**src/rtl/mem_arbiter_pkg.sv**
```systemverilog
// rtl/mem_arbiter_pkg.sv - shared encodings for the fetch/data memory arbiter
package mem_arbiter_pkg;

    // Transfer sequencing: arbitrate, present request, await response, pulse ready.
    typedef enum logic [1:0] {
        IDLE = 2'd0,
        REQ  = 2'd1,
        RESP = 2'd2,
        DONE = 2'd3
    } state_t;

    // Which requester owns the transfer currently in flight.
    typedef enum logic {
        OWN_IF  = 1'b0,
        OWN_MEM = 1'b1
    } owner_t;

endpackage

```
**src/rtl/mem_arbiter_if.sv**
```systemverilog
// rtl/mem_arbiter_if.sv - fetch, data and shared memory port signal bundle
interface mem_arbiter_if #(
    parameter int ADDR_W = 32,
    parameter int DATA_W = 32
);
    localparam int STRB_W = DATA_W / 8;

    // Instruction fetch port
    logic              imem_valid;
    logic [ADDR_W-1:0] imem_addr;
    logic              imem_ready;
    logic [DATA_W-1:0] imem_rdata;
    logic              imem_err;

    // Data access port
    logic              dmem_valid;
    logic              dmem_we;
    logic [ADDR_W-1:0] dmem_addr;
    logic [DATA_W-1:0] dmem_wdata;
    logic [STRB_W-1:0] dmem_wstrb;
    logic              dmem_ready;
    logic [DATA_W-1:0] dmem_rdata;
    logic              dmem_err;

    // Shared downstream memory port
    logic              mem_req_valid;
    logic              mem_req_ready;
    logic              mem_req_we;
    logic [ADDR_W-1:0] mem_req_addr;
    logic [DATA_W-1:0] mem_req_wdata;
    logic [STRB_W-1:0] mem_req_wstrb;
    logic              mem_resp_valid;
    logic [DATA_W-1:0] mem_resp_rdata;
    logic              mem_resp_err;

    // Arbiter side
    modport slave (
        input  imem_valid, imem_addr,
        input  dmem_valid, dmem_we, dmem_addr, dmem_wdata, dmem_wstrb,
        input  mem_req_ready, mem_resp_valid, mem_resp_rdata, mem_resp_err,
        output imem_ready, imem_rdata, imem_err,
        output dmem_ready, dmem_rdata, dmem_err,
        output mem_req_valid, mem_req_we, mem_req_addr, mem_req_wdata, mem_req_wstrb
    );

    // Pipeline and memory side
    modport master (
        output imem_valid, imem_addr,
        output dmem_valid, dmem_we, dmem_addr, dmem_wdata, dmem_wstrb,
        output mem_req_ready, mem_resp_valid, mem_resp_rdata, mem_resp_err,
        input  imem_ready, imem_rdata, imem_err,
        input  dmem_ready, dmem_rdata, dmem_err,
        input  mem_req_valid, mem_req_we, mem_req_addr, mem_req_wdata, mem_req_wstrb
    );

endinterface

```
**src/rtl/mem_arbiter.sv**
```systemverilog
// rtl/mem_arbiter.sv - single-outstanding memory port shared by fetch and data
module mem_arbiter #(
    parameter int ADDR_W      = 32,
    parameter int DATA_W      = 32,
    parameter int MAX_DSTREAK = 4,
    parameter int TIMEOUT     = 256,
    parameter int CNT_W       = 9
) (
    input logic          clk,
    input logic          rst,
    mem_arbiter_if.slave bus
);
    import mem_arbiter_pkg::*;

    localparam int STRB_W   = DATA_W / 8;
    localparam int STREAK_W = (MAX_DSTREAK < 1) ? 1 : $clog2(MAX_DSTREAK + 1);
    localparam logic [STREAK_W-1:0] STREAK_MAX = STREAK_W'(MAX_DSTREAK);
    localparam bit                  TO_EN      = (TIMEOUT > 0);
    localparam logic [CNT_W-1:0]    TO_LAST    = CNT_W'((TIMEOUT > 0) ? TIMEOUT - 1 : 0);

    state_t              state;
    owner_t              owner;
    logic [STREAK_W-1:0] data_streak;
    logic [CNT_W-1:0]    tcnt;

    logic                req_valid_q;
    logic                req_we_q;
    logic [ADDR_W-1:0]   req_addr_q;
    logic [DATA_W-1:0]   req_wdata_q;
    logic [STRB_W-1:0]   req_wstrb_q;

    logic                imem_ready_q;
    logic [DATA_W-1:0]   imem_rdata_q;
    logic                imem_err_q;
    logic                dmem_ready_q;
    logic [DATA_W-1:0]   dmem_rdata_q;
    logic                dmem_err_q;

    logic                grant_mem;
    logic                grant_if;
    logic                timeout_hit;
    logic                fin;
    logic [DATA_W-1:0]   fin_rdata;
    logic                fin_err;

    // Data wins unless fetch has waited out a full streak of data grants.
    assign grant_mem   = bus.dmem_valid && !(bus.imem_valid && (data_streak == STREAK_MAX));
    assign grant_if    = !grant_mem && bus.imem_valid;
    assign timeout_hit = TO_EN && (tcnt == TO_LAST);

    // Decide whether the transfer in flight completes this cycle and with what result;
    // a handshake in the same cycle as the timeout takes precedence.
    always_comb begin
        fin       = 1'b0;
        fin_rdata = '0;
        fin_err   = 1'b0;
        case (state)
            REQ: begin
                if (!bus.mem_req_ready && timeout_hit) begin
                    fin     = 1'b1;
                    fin_err = 1'b1;
                end
            end
            RESP: begin
                if (bus.mem_resp_valid) begin
                    fin       = 1'b1;
                    fin_rdata = bus.mem_resp_rdata;
                    fin_err   = bus.mem_resp_err;
                end else if (timeout_hit) begin
                    fin     = 1'b1;
                    fin_err = 1'b1;
                end
            end
            default: begin
                fin = 1'b0;
            end
        endcase
    end

    // Transfer FSM with registered request, completion and streak/timeout state.
    always_ff @(posedge clk) begin
        if (rst) begin
            state        <= IDLE;
            owner        <= OWN_IF;
            data_streak  <= '0;
            tcnt         <= '0;
            req_valid_q  <= 1'b0;
            req_we_q     <= 1'b0;
            req_addr_q   <= '0;
            req_wdata_q  <= '0;
            req_wstrb_q  <= '0;
            imem_ready_q <= 1'b0;
            imem_rdata_q <= '0;
            imem_err_q   <= 1'b0;
            dmem_ready_q <= 1'b0;
            dmem_rdata_q <= '0;
            dmem_err_q   <= 1'b0;
        end else begin
            imem_ready_q <= 1'b0;
            dmem_ready_q <= 1'b0;
            if (fin) begin
                state       <= DONE;
                req_valid_q <= 1'b0;
                if (owner == OWN_MEM) begin
                    dmem_ready_q <= 1'b1;
                    dmem_rdata_q <= fin_rdata;
                    dmem_err_q   <= fin_err;
                end else begin
                    imem_ready_q <= 1'b1;
                    imem_rdata_q <= fin_rdata;
                    imem_err_q   <= fin_err;
                end
            end else begin
                case (state)
                    IDLE: begin
                        tcnt <= '0;
                        if (grant_mem) begin
                            owner       <= OWN_MEM;
                            if (data_streak != STREAK_MAX) begin
                                data_streak <= data_streak + STREAK_W'(1);
                            end
                            req_valid_q <= 1'b1;
                            req_we_q    <= bus.dmem_we;
                            req_addr_q  <= bus.dmem_addr;
                            req_wdata_q <= bus.dmem_wdata;
                            req_wstrb_q <= bus.dmem_wstrb;
                            state       <= REQ;
                        end else if (grant_if) begin
                            owner       <= OWN_IF;
                            data_streak <= '0;
                            req_valid_q <= 1'b1;
                            req_we_q    <= 1'b0;
                            req_addr_q  <= bus.imem_addr;
                            req_wdata_q <= '0;
                            req_wstrb_q <= '1;
                            state       <= REQ;
                        end
                    end
                    REQ: begin
                        tcnt <= tcnt + CNT_W'(1);
                        if (bus.mem_req_ready) begin
                            req_valid_q <= 1'b0;
                            state       <= RESP;
                        end
                    end
                    RESP: begin
                        tcnt <= tcnt + CNT_W'(1);
                    end
                    DONE: begin
                        state <= IDLE;
                    end
                    default: begin
                        state <= IDLE;
                    end
                endcase
            end
        end
    end

    assign bus.mem_req_valid = req_valid_q;
    assign bus.mem_req_we    = req_we_q;
    assign bus.mem_req_addr  = req_addr_q;
    assign bus.mem_req_wdata = req_wdata_q;
    assign bus.mem_req_wstrb = req_wstrb_q;
    assign bus.imem_ready    = imem_ready_q;
    assign bus.imem_rdata    = imem_rdata_q;
    assign bus.imem_err      = imem_err_q;
    assign bus.dmem_ready    = dmem_ready_q;
    assign bus.dmem_rdata    = dmem_rdata_q;
    assign bus.dmem_err      = dmem_err_q;

endmodule

```
**src/flat_wrapper.sv**
```systemverilog
// flat-port wrapper written by rule: the top's interface ports become plain ports
module mem_arbiter_flat import mem_arbiter_pkg::*;
#(
    parameter int ADDR_W      = 32,
    parameter int DATA_W      = 32,
    parameter int MAX_DSTREAK = 4,
    parameter int TIMEOUT     = 256,
    parameter int CNT_W       = 9
)
  (clk, rst, bus_imem_valid, bus_imem_addr, bus_dmem_valid, bus_dmem_we, bus_dmem_addr, bus_dmem_wdata, bus_dmem_wstrb, bus_mem_req_ready, bus_mem_resp_valid, bus_mem_resp_rdata, bus_mem_resp_err, bus_imem_ready, bus_imem_rdata, bus_imem_err, bus_dmem_ready, bus_dmem_rdata, bus_dmem_err, bus_mem_req_valid, bus_mem_req_we, bus_mem_req_addr, bus_mem_req_wdata, bus_mem_req_wstrb);
  mem_arbiter_if #(.ADDR_W(ADDR_W), .DATA_W(DATA_W)) bus_i ();
  input logic clk;
  input logic rst;
  input wire logic [$bits(bus_i.imem_valid)-1:0] bus_imem_valid;
  input wire logic [$bits(bus_i.imem_addr)-1:0] bus_imem_addr;
  input wire logic [$bits(bus_i.dmem_valid)-1:0] bus_dmem_valid;
  input wire logic [$bits(bus_i.dmem_we)-1:0] bus_dmem_we;
  input wire logic [$bits(bus_i.dmem_addr)-1:0] bus_dmem_addr;
  input wire logic [$bits(bus_i.dmem_wdata)-1:0] bus_dmem_wdata;
  input wire logic [$bits(bus_i.dmem_wstrb)-1:0] bus_dmem_wstrb;
  input wire logic [$bits(bus_i.mem_req_ready)-1:0] bus_mem_req_ready;
  input wire logic [$bits(bus_i.mem_resp_valid)-1:0] bus_mem_resp_valid;
  input wire logic [$bits(bus_i.mem_resp_rdata)-1:0] bus_mem_resp_rdata;
  input wire logic [$bits(bus_i.mem_resp_err)-1:0] bus_mem_resp_err;
  output wire logic [$bits(bus_i.imem_ready)-1:0] bus_imem_ready;
  output wire logic [$bits(bus_i.imem_rdata)-1:0] bus_imem_rdata;
  output wire logic [$bits(bus_i.imem_err)-1:0] bus_imem_err;
  output wire logic [$bits(bus_i.dmem_ready)-1:0] bus_dmem_ready;
  output wire logic [$bits(bus_i.dmem_rdata)-1:0] bus_dmem_rdata;
  output wire logic [$bits(bus_i.dmem_err)-1:0] bus_dmem_err;
  output wire logic [$bits(bus_i.mem_req_valid)-1:0] bus_mem_req_valid;
  output wire logic [$bits(bus_i.mem_req_we)-1:0] bus_mem_req_we;
  output wire logic [$bits(bus_i.mem_req_addr)-1:0] bus_mem_req_addr;
  output wire logic [$bits(bus_i.mem_req_wdata)-1:0] bus_mem_req_wdata;
  output wire logic [$bits(bus_i.mem_req_wstrb)-1:0] bus_mem_req_wstrb;
  assign bus_i.imem_valid = bus_imem_valid;
  assign bus_i.imem_addr = bus_imem_addr;
  assign bus_i.dmem_valid = bus_dmem_valid;
  assign bus_i.dmem_we = bus_dmem_we;
  assign bus_i.dmem_addr = bus_dmem_addr;
  assign bus_i.dmem_wdata = bus_dmem_wdata;
  assign bus_i.dmem_wstrb = bus_dmem_wstrb;
  assign bus_i.mem_req_ready = bus_mem_req_ready;
  assign bus_i.mem_resp_valid = bus_mem_resp_valid;
  assign bus_i.mem_resp_rdata = bus_mem_resp_rdata;
  assign bus_i.mem_resp_err = bus_mem_resp_err;
  assign bus_imem_ready = bus_i.imem_ready;
  assign bus_imem_rdata = bus_i.imem_rdata;
  assign bus_imem_err = bus_i.imem_err;
  assign bus_dmem_ready = bus_i.dmem_ready;
  assign bus_dmem_rdata = bus_i.dmem_rdata;
  assign bus_dmem_err = bus_i.dmem_err;
  assign bus_mem_req_valid = bus_i.mem_req_valid;
  assign bus_mem_req_we = bus_i.mem_req_we;
  assign bus_mem_req_addr = bus_i.mem_req_addr;
  assign bus_mem_req_wdata = bus_i.mem_req_wdata;
  assign bus_mem_req_wstrb = bus_i.mem_req_wstrb;
  mem_arbiter #(.ADDR_W(ADDR_W), .DATA_W(DATA_W), .MAX_DSTREAK(MAX_DSTREAK), .TIMEOUT(TIMEOUT), .CNT_W(CNT_W)) u_core (.clk(clk), .rst(rst), .bus(bus_i));
endmodule
```
**config.mk**
```make
export PLATFORM = sky130hd
export DESIGN_NAME = mem_arbiter_flat
export DESIGN_NICKNAME = d
export VERILOG_FILES = /design/src/rtl/mem_arbiter_pkg.sv /design/src/rtl/mem_arbiter_if.sv /design/src/rtl/mem_arbiter.sv /design/src/flat_wrapper.sv
export SDC_FILE = /design/constraint.sdc
export NUM_CORES = 1
export LEC_CHECK = 0
export BUFFER_PORTS_ARGS = -buffer_cell sky130_fd_sc_hd__buf_2
export CAP_MARGIN = 20
export CELL_PAD_IN_SITES_DETAIL_PLACEMENT = 0
export CELL_PAD_IN_SITES_GLOBAL_PLACEMENT = 1
export CORE_ASPECT_RATIO = 0.5
export CORE_MARGIN = 8
export CORE_UTILIZATION = 36
export DETAILED_ROUTE_END_ITERATION = 8
export PLACE_DENSITY_LB_ADDON = 0.25
export REMOVE_ABC_BUFFERS = 1
export SLEW_MARGIN = 20
export SYNTH_ARGS = -nofsm -noshare
export SYNTH_HDL_FRONTEND = slang
export SYNTH_SLANG_ARGS = --single-unit
```
**constraint.sdc**
```tcl
create_clock -name clk -period 6.98 [get_ports clk]
set_input_delay 1.047 -clock clk [delete_from_list [all_inputs] [get_ports clk]]
set_output_delay 1.047 -clock clk [all_outputs]
set_load 0.03 [all_outputs]
```
==> impl_metrics.yaml, run 1 <==
outcome:
  status: "completed"
detailed_routing:
  num_vias: 6230
  drtIter0Drc: 293
  ant_nets: 0
  wl_per_cell_um: 16.7
  drt_wl_total_mm: 20.8
  firstDrtPassIters: 4
  via_per_inst: 5.02
  route.detailed.drc: 0
synth:
  synth-seq-area-share_pct: 47.9
  synth_area_leaders: "dfxtp_1 48%, nand3_1 8.0%, nand2_1 8.0%"
  synth_area_per_cell_sq_um: 8.49
  synth_top_area_share_pct: 47.9
  yosysWarnings: 0
  ys_types: 49
  synth_ff_type: "dfxtp_1"
  synth_enable_flop_cells: 0
  synth_cells: 754
  yosys.area.top_type: "dfxtp_1"
  ys_ff_latch: 153
  syn_area_sq_um: 6400
  synthArstFlopShare_pct: 0
place:
  globalplace.congestion: 0.769
  place.port_buffers: 277
  dp.final_hpwl_mm: 14.3
  place_area_sq_um: 7870
timing:
  worst_pin_slew_ns: 1.02
  fin_setup_tns_ns: 0
  maxSlewViolCount: 0
  setup_viol: 0
  fin_crit_ns: 3.05
  hold_violations: 0
  period_share_pct: 43.8
  skew_ns: 0.0115
  timing.hold.ws_ns: 0.450
  rsz0062_at_grt: "false"
  slew_headroom_pct: 31.6
  fmaxAchievable_mhz: 327
setup_path:
  worstSetupPathType: "reg2reg"
  path_max_fanout: 34
  max_stage_delay_ns: 0.89
  crit_cells: 9
  r2r_slack_ns: 3.93
  rr_worst_depth: 9
  worst_path_max_delay_cell: "a21oi_4"
  cp_top_family: "compound AO/OA/AOI/OAI gates"
  worstReg2RegEnd: "u_core.bus.imem_rdata[8]$_SDFFE_PP0P_"
  worst-endpoint-arrival_ns: 3.38
  critPathLaunchType: "flop"
  r2r_start: "u_core.tcnt[0]$_SDFFE_PP0P_"
  crit_required_ns: 7.31
  crit_path_end_kind: "flop"
  crit_chain: "ha_1 > and3_1 > nand3_1 > nor2_1 > ha_1 > nand4b_2 > a21oi_4 > nand3_1 > a21oi_1"
  cp_num_buf_inv: 0
cts:
  clk_pin_slew_ns: 0.06
  cts_resized: 0
  numCtsBuffers: 17
  postCtsHoldBufs: 0
  clk_latency_ns: 0.42
  clock_path_buffers: 2
  postCtsSetupRepairBufs: 0
  htreeDepth: 4
  clock_sinks: 153
  cts_tree: "done"
  root_buffer: "clkbuf_16"
floorplanning:
  die-height_um: 110
  fp.dieArea_sq_um: 22600
  core_sq_um: 17400
  rows: 34
  pin_count: 278
  die_w_um: 205
  initial_core_util_pct: 36.8
grt:
  grt_pass1_vias: 5960
  grt.total_usage_pct: 17.4
  antenna_found_initial: 2
  grt_first_pass_wirelength_mm: 31.7
  gr-total-overflow: 0
  grt_max_degree: 102
cells_and_area:
  final_layout_size_suffix_gt1_share_pct: 35.2
  n_fill_cell: 1743
  syn2layout_area_growth_pct: 32.1
  nNetsFinal: 1142
  num_antenna_cells: 0
  post-route-cell-area_sq_um: 8450
  final_util_pct: 48.6
power_and_ir_drop:
  cellPowerDensity_nw_per_um2: 352
  leakage_nw: 3.71
  irDropWorstVdd_uv: 301
min_path:
  hold_class: "reg2reg"
  worstHoldStart: "u_core.bus.imem_rdata[29]$_SDFFE_PP0P_"
  hold_depth: 2
  hold_path_end: "u_core.bus.imem_rdata[29]$_SDFFE_PP0P_"
run:
  cap_violations: 0
==> worst min-delay path, stage by stage (launching register included) <==
cell,delay [ns]
dfxtp_1,0.30
nand2_1,0.05
a21oi_1,0.05
==> final cells by class <==
class / instances / area, sq um / share of cell area, %
clock buffer: 18 / 439 / 5.20
multi-input combinational: 493 / 2900 / 34.3
sequential: 153 / 3060 / 36.2
tap: 234 / 293 / 3.46
inverter: 43 / 161 / 1.91
timing repair buffer: 285 / 1450 / 17.2
clock inverter: 14 / 144 / 1.70
==> cell families (layout without fill, tap and decap cells) <==
logic type / count (synthesis) / count (layout) / synth area share, %
XOR/XNOR: 3 / 3 / 0.411
AND/OR/NAND/NOR: 308 / 308 / 21.6
multiplexers: 2 / 2 / 0.332
buffers and inverters: 108 / 360 / 7.20
adder cells (fa/ha/maj): 9 / 9 / 1.76
AO/OA/AOI/OAI: 171 / 171 / 20.8
flip-flops: 153 / 153 / 47.9
==> per-layer routing <==
layer | part of all wire, % | up-vias | global-route usage [%]
li1 | - | 3119 | -
met1 | 41 | 2870 | 21.3
met2 | 49 | 211 | 28.7
met3 | 8.6 | 26 | 5.98
met4 | 1.3 | 4 | 5.31
met5 | 0.11 | - | 0
==> stage by stage <==
stage | instances | worst slack (ns) | power [W]
2_1_floorplan | 689 | 1.60 | 0.00177
3_3_place_gp | 1208 | 3.10 | 0.00208
3_5_place_dp | 1208 | 3.38 | 0.00209
4_1_cts | 1240 | 3.81 | 0.00301
5_1_grt | 1240 | 3.65 | 0.00313
6_report | 1240 | 3.93 | 0.00297
==> power breakdown <==
part | internal [W] | switching [W]
registers | 0.00101 | 0.0000746
clock network | 0.000537 | 0.000374
logic | 0.000290 | 0.000683
==> cell usage after synthesis, drive strengths merged, types with 2 or more instances <==
master,n
dfxtp,153
nand2,137
nand3,102
a21oi,77
nor2,44
inv,43
clkbuf,40
o32ai,33
a311oi,32
buf,25
o21ai,12
ha,9
nand4,4
o221a,4
or3,4
and3,3
nor3,3
a211oi,2
a221oi,2
nand4b,2
o21a,2
o31ai,2
xor2,2
==> registers in the layout, summed over array words and instances (netlist names), 2 cells and up <==
name                      flops
u_core.state                  2
u_core.data_streak            3
u_core.bus.dmem_rdata        32
u_core.bus.imem_rdata        32
u_core.bus.mem_req_wstrb      4
u_core.bus.mem_req_addr      32
u_core.tcnt                   9
u_core.bus.mem_req_wdata     32
==> cell usage in the layout (no fill, tap or decap), types with 9 or more instances in the layout <==
cell type and count:
a311oi_1 32, o32ai_1 13, clkbuf_16 17, o32ai_2 20, nand2_1 135, buf_2 276
inv_1 43, ha_1 9, dfxtp_1 153, nor2_1 44, nand3_1 102, o21ai_0 10
a21oi_1 75
==> worst max-delay path by stage <==
stage,from,end,slack (ns)
2_1_floorplan,u_core.tcnt[0]$_SDFFE_PP0P_,u_core.bus.mem_req_wstrb[0]$_SDFFE_PP0P_,1.60
3_3_place_gp,bus_dmem_valid,u_core.bus.mem_req_wstrb[1]$_SDFFE_PP0P_,3.10
3_5_place_dp,bus_dmem_valid,u_core.bus.mem_req_addr[13]$_SDFFE_PP0P_,3.38
4_1_cts,u_core.tcnt[0]$_SDFFE_PP0P_,u_core.bus.mem_req_addr[13]$_SDFFE_PP0P_,3.81
5_1_grt,u_core.tcnt[0]$_SDFFE_PP0P_,u_core.bus.imem_err$_SDFFE_PP0P_,3.65
6_report,u_core.tcnt[0]$_SDFFE_PP0P_,u_core.bus.imem_rdata[8]$_SDFFE_PP0P_,3.93
Power figures use the tool's default switching activity.
==> inputs of run 2 (changes only) <==
--- a/config.mk
+++ b/config.mk
@@ -11,7 +11,7 @@
 export CELL_PAD_IN_SITES_GLOBAL_PLACEMENT = 1
 export CORE_ASPECT_RATIO = 0.5
 export CORE_MARGIN = 8
-export CORE_UTILIZATION = 36
+export CORE_UTILIZATION = 30
 export DETAILED_ROUTE_END_ITERATION = 8
 export PLACE_DENSITY_LB_ADDON = 0.25
 export REMOVE_ABC_BUFFERS = 1
==> constraint.sdc (replaced) <==
create_clock -name clk -period 2.5 [get_ports clk]
set_input_delay 0.375 -clock clk [delete_from_list [all_inputs] [get_ports clk]]
set_output_delay 0.375 -clock clk [all_outputs]
set_load 0.03 [all_outputs]
==> run 2 against run 1 <==
Combinational power rose to 3.1 times the previous value. Global-route usage fell by 1.4 points. Clock skew barely moved. Fmax rose by 30%. Critical path type unchanged.
==> impl_metrics.yaml, run 2 (synthesis results as in run 1) <==
timing:
  skew_ns: 0.0119
  rsz0062_at_grt: "false"
  worst_pin_slew_ns: 0.432
  setup_viol: 0
  fin_crit_ns: 2.35
  setup_ws_ns: 0.154
  maxSlewViolCount: 0
  fmaxAchievable_mhz: 426
  timing.hold.ws_ns: 0.204
  period_share_pct: 93.8
  slew_headroom_pct: 71.2
  hold_violations: 0
setup_path:
  max_stage_delay_ns: 0.34
  worst_path_max_delay_cell: "dfxtp_1"
  crit_chain: "ha_1 > and3_1 > nand3_1 > nor2_2 > ha_4 > and4b_2 > nor3_4 > buf_4 > bufbuf_16 > o221a_2"
  crit_path_end_kind: "flop"
  worstSetupPathType: "reg2reg"
  crit_required_ns: 2.80
  worst-endpoint-arrival_ns: 2.65
  critPathLaunchType: "flop"
  path_max_fanout: 32
detailed_routing:
  via_per_inst: 4.82
  drt_wl_total_mm: 22.0
  route.detailed.drc: 0
  wl_per_cell_um: 16.9
  firstDrtPassIters: 5
  drtIter0Drc: 330
  ant_nets: 0
  num_vias: 6277
cts:
  numCtsBuffers: 17
  clk_pin_slew_ns: 0.06
  clock_sinks: 153
  root_buffer: "clkbuf_16"
  clk_latency_ns: 0.42
  cts_tree: "done"
  htreeDepth: 4
  clock_path_buffers: 2
outcome:
  status: "completed"
cells_and_area:
  multi_input_area_sq_um: 2920
  num_antenna_cells: 0
  register_area_sq_um: 3060
  layout_commonest_cell: "buf_2"
  final_cell_mix: "276 x buf_2, 153 x dfxtp_1, 136 x nand2_1"
  syn2layout_area_growth_pct: 38.0
  n_fill_cell: 2146
  nNetsFinal: 1168
  final_layout_size_suffix_gt1_share_pct: 36.8
place:
  globalplace.congestion: 0.798
  pre_cts_slack_ns: -0.0349
  dp.final_hpwl_mm: 15.8
  place.port_buffers: 277
grt:
  grt_max_degree: 63
  grt_first_pass_wirelength_mm: 34.7
  grt.total_usage_pct: 15.9
  antenna_found_initial: 1
  grt_pass1_vias: 6509
  gr-total-overflow: 0
floorplanning:
  rows: 37
  initial_core_util_pct: 30.9
  fp.dieArea_sq_um: 26500
  core_sq_um: 20700
  die_w_um: 223
  pin_count: 278
  die-height_um: 119
power_and_ir_drop:
  leakage_nw: 3.87
  irDropWorstVdd_uv: 441
  switching_share_pct: 37.5
  seq_power_share_pct: 35.2
  p_clk_share_pct: 29.6
  cellPowerDensity_nw_per_um2: 977
  p_int_w: 0.00540
  p_sw_w: 0.00324
  p_comb_share_pct: 35.2
min_path:
  hold_class: "in2reg"
run:
  cap_violations: 0
run 2: cell types whose count changed in the layout (fill, tap and decap cells not counted), sizes merged:
cell	delta
buf	+25
bufbuf	+1
clkbuf	+2
clkinv	-4
clkinvlp	+1
inv	-1
run 2: what timing repair did:
action / CTS / global route
pin swaps: 1 / 2
setup buffers: 1 / 0
resized for setup: 0 / 4
hold buffers: 0 / 0
endpoints found under the setup margin: 1 / 113
cloned: 1 / 0
run 2: final timing paths:
check	from	to	slack, ns	cells past startpoint
worst max-delay path	u_core.tcnt[0]$_SDFFE_PP0P_	u_core.bus.mem_req_wstrb[1]$_SDFFE_PP0P_	0.15	10
worst min-delay path	bus_dmem_wdata[20]	u_core.bus.mem_req_wdata[20]$_SDFFE_PP0P_	0.20	3
worst max register to register	u_core.tcnt[0]$_SDFFE_PP0P_	u_core.bus.mem_req_wstrb[1]$_SDFFE_PP0P_	0.15	10
worst min register to register	u_core.bus.imem_rdata[12]$_SDFFE_PP0P_	u_core.bus.imem_rdata[12]$_SDFFE_PP0P_	0.45	2
run 2: layer usage:
metal  global-route usage, %  part of all wire [%]
met1                    18.2                    42
met2                    28.6                    51
met3                    4.68                   5.4
met4                    5.08                   1.6
met5                       0                 0.059
run 2: area by class of cell:
type	instances	area share (%)
multi-input cells	493	33.1
well taps	273	3.87
repair buffers	311	20.0
flip-flops and latches	153	34.7
clock buffers	20	5.17
inverters	43	1.83
clock inverters	10	1.35
run 2: power groups by stage:
stage | sequential, W | combinational [W] | clock [W]
floorplan | 0.00367 | 0.00115 | 0
global placement | 0.00308 | 0.00293 | 0
detailed placement | 0.00309 | 0.00297 | 0
CTS | 0.00304 | 0.00308 | 0.00262
global route | 0.00308 | 0.00327 | 0.00274
finish | 0.00304 | 0.00304 | 0.00256
run 2: per-stage QoR:
| stage | utilization, % | std cells | total power (W) | TNS [ns] | area (sq um) |
|---|---|---|---|---|---|
| global route | 42.6 | 1303 | 0.00910 | 0 | 8830 |
| CTS | 42.5 | 1303 | 0.00874 | 0 | 8820 |
| finish | 42.6 | 1303 | 0.00863 | 0 | 8830 |
| detailed placement | 39.5 | 1271 | 0.00606 | -0.0349 | 8200 |
| floorplan | - | 689 | 0.00482 | -206.61 | 6100 |
| global placement | 39.5 | 1271 | 0.00602 | 0 | 8200 |
run 2: critical path, delay by kind of cell (launching register included):
kind	cells	cell delay [ns]
DFF	1	0.34
AOI/OAI and AO/OA	1	0.28
buffers and inverters	2	0.46
and+or+nand+nor	5	0.79
adders and majority gates	2	0.35
==> inputs of run 3 (changes only) <==
--- a/config.mk
+++ b/config.mk
@@ -11,7 +11,7 @@
 export CELL_PAD_IN_SITES_GLOBAL_PLACEMENT = 1
 export CORE_ASPECT_RATIO = 0.5
 export CORE_MARGIN = 8
-export CORE_UTILIZATION = 30
+export CORE_UTILIZATION = 34
 export DETAILED_ROUTE_END_ITERATION = 8
 export PLACE_DENSITY_LB_ADDON = 0.25
 export REMOVE_ABC_BUFFERS = 1
==> constraint.sdc (replaced) <==
create_clock -name clk -period 2.41 [get_ports clk]
set_input_delay 0.3615 -clock clk [delete_from_list [all_inputs] [get_ports clk]]
set_output_delay 0.3615 -clock clk [all_outputs]
set_load 0.03 [all_outputs]
==> run 3 against run 2 <==
Fmax grew 3.1%. Power grew 8.9%. Non-clock buffer count grew 10. Utilization grew 6.7 points. Clock-buffer cell count shrank 3. Critical path depth grew 1. Die area shrank 11%. Combinational power grew 11%. Worst hold slack lost 0.026 ns. Register-to-register slack lost 0.02 ns. Critical path type unchanged. Largest cell class unchanged. Highest routed layer unchanged.
==> impl_metrics.yaml, run 3 (synthesis results as in run 1) <==
outcome:
  status: "completed"
timing:
  setup_ws_ns: 0.135
  maxSlewViolCount: 0
  worst_pin_slew_ns: 0.454
  hold_violations: 0
  slew_headroom_pct: 69.7
  fmaxAchievable_mhz: 440
  rsz0062_at_grt: "false"
  fin_crit_ns: 2.27
  setup_viol: 0
  skew_ns: 0.0129
  period_share_pct: 94.4
power_and_ir_drop:
  leakage_nw: 4.00
  cellPowerDensity_nw_per_um2: 1030
  irDropWorstVdd_uv: 559
place:
  dp.final_hpwl_mm: 14.9
  pre_cts_slack_ns: -0.00113
  place.port_buffers: 277
  place_area_sq_um: 8230
  globalplace.congestion: 0.741
  dp_cells: 1258
cts:
  cts_tree: "done"
  root_buffer: "clkbuf_16"
  clk_pin_slew_ns: 0.07
  clk_latency_ns: 0.42
  clock_sinks: 153
  numCtsBuffers: 17
  clock_path_buffers: 2
  htreeDepth: 4
  postCtsHoldBufs: 0
detailed_routing:
  via_per_inst: 4.90
  drtIter0Drc: 298
  ant_nets: 0
  drt_wl_total_mm: 22.1
  num_vias: 6386
  wl_per_cell_um: 17.0
  route.detailed.drc: 0
  firstDrtPassIters: 4
floorplanning:
  pin_count: 278
  die-height_um: 113
  rows: 35
  die_w_um: 210
  initial_core_util_pct: 34.7
  fp.dieArea_sq_um: 23700
  core_sq_um: 18400
setup_path:
  crit_path_end_kind: "flop"
  worst-endpoint-arrival_ns: 2.59
  r2r_start: "u_core.tcnt[1]$_SDFFE_PP0P_"
  critPathCapture: "u_core.bus.mem_req_wstrb[0]$_SDFFE_PP0P_"
  r2r_slack_ns: 0.14
  crit_start: "u_core.tcnt[1]$_SDFFE_PP0P_"
  worstReg2RegEnd: "u_core.bus.mem_req_wstrb[0]$_SDFFE_PP0P_"
  crit_required_ns: 2.72
  rr_worst_depth: 11
  path_max_fanout: 15
  critPathLaunchType: "flop"
  worstSetupPathType: "reg2reg"
grt:
  antenna_found_initial: 2
  grt.total_usage_pct: 17.3
  grt_pass1_vias: 6424
  gr-total-overflow: 0
  grt_first_pass_wirelength_mm: 33.6
  grt_max_degree: 65
cells_and_area:
  final_util_pct: 49.3
  nNetsFinal: 1178
  fin_cells: 1302
  syn2layout_area_growth_pct: 42.1
  final_cell_mix: "276 x buf_2, 152 x dfxtp_1, 136 x nand2_1"
  post-route-cell-area_sq_um: 9090
  layout_commonest_cell: "buf_2"
  final_layout_size_suffix_gt1_share_pct: 38.0
run:
  cap_violations: 0
min_path:
  hold_class: "in2reg"
run 3: area by class of cell:
class	count	area (sq um)
clock inverters	15	200
inverters	43	161
well taps	259	324
flip-flops and latches	153	3060
multi-input cells	493	2940
fillers	1808	9350
diodes	1	2.50
clock buffers	17	425
repair buffers	321	1980
run 3: worst max-delay path, cell delays in order, from the launching register on:
cell	delay, ns
dfxtp_1	0.34
ha_1	0.16
and3_1	0.18
nand3_1	0.11
nor2_2	0.14
ha_4	0.19
and4b_2	0.28
nor3_4	0.05
buf_12	0.14
buf_4	0.14
clkbuf_16	0.17
o221a_2	0.26
run 3: worst min-delay path by stage:
stage               cells after the start                                   endpoint  slack (ns)                                    from
floorplan                               1      u_core.bus.dmem_rdata[0]$_SDFFE_PP0P_        0.43                                     rst
global placement                        2     u_core.bus.dmem_rdata[12]$_SDFFE_PP0P_        0.44  u_core.bus.dmem_rdata[12]$_SDFFE_PP0P_
finish                                  3  u_core.bus.mem_req_wdata[27]$_SDFFE_PP0P_        0.18                      bus_dmem_wdata[27]
CTS                                     3  u_core.bus.mem_req_wdata[27]$_SDFFE_PP0P_        0.16                      bus_dmem_wdata[27]
global route                            3      u_core.bus.imem_rdata[2]$_SDFFE_PP0P_        0.17                   bus_mem_resp_rdata[2]
detailed placement                      2     u_core.bus.dmem_rdata[16]$_SDFFE_PP0P_        0.44  u_core.bus.dmem_rdata[16]$_SDFFE_PP0P_
run 3: metal layers:
layer	GRT usage (%)	vias up	routed length (um)
met5	0	-	10
met4	5.79	2	303
met3	4.83	22	1230
met2	29.8	176	10600
met1	20.6	2988	9900
li1	-	3198	-
run 3: through the flow:
step / total power [W] / TNS [ns] / hold slack (ns)
after CTS: 0.00924 / 0 / 0.163
after floorplan: 0.00497 / -218.85 / 0.431
final: 0.00940 / 0 / 0.178
after global routing: 0.00991 / 0 / 0.174
after detailed placement: 0.00633 / -0.00113 / 0.443
after global placement: 0.00629 / 0 / 0.440
run 3: timing repair:
item                                    in CTS  in global routing
buffers inserted                             0                  5
endpoints found under the setup margin       2                134
pin swaps                                    1                  4
gates cloned                                 0                  6
resized for setup                            1                  8
run 3: where the power goes:
part | total, W | switching (W) | internal (W)
clock | 0.00287 | 0.00119 | 0.00168
combinational | 0.00338 | 0.00212 | 0.00125
sequential | 0.00315 | 0.000219 | 0.00293
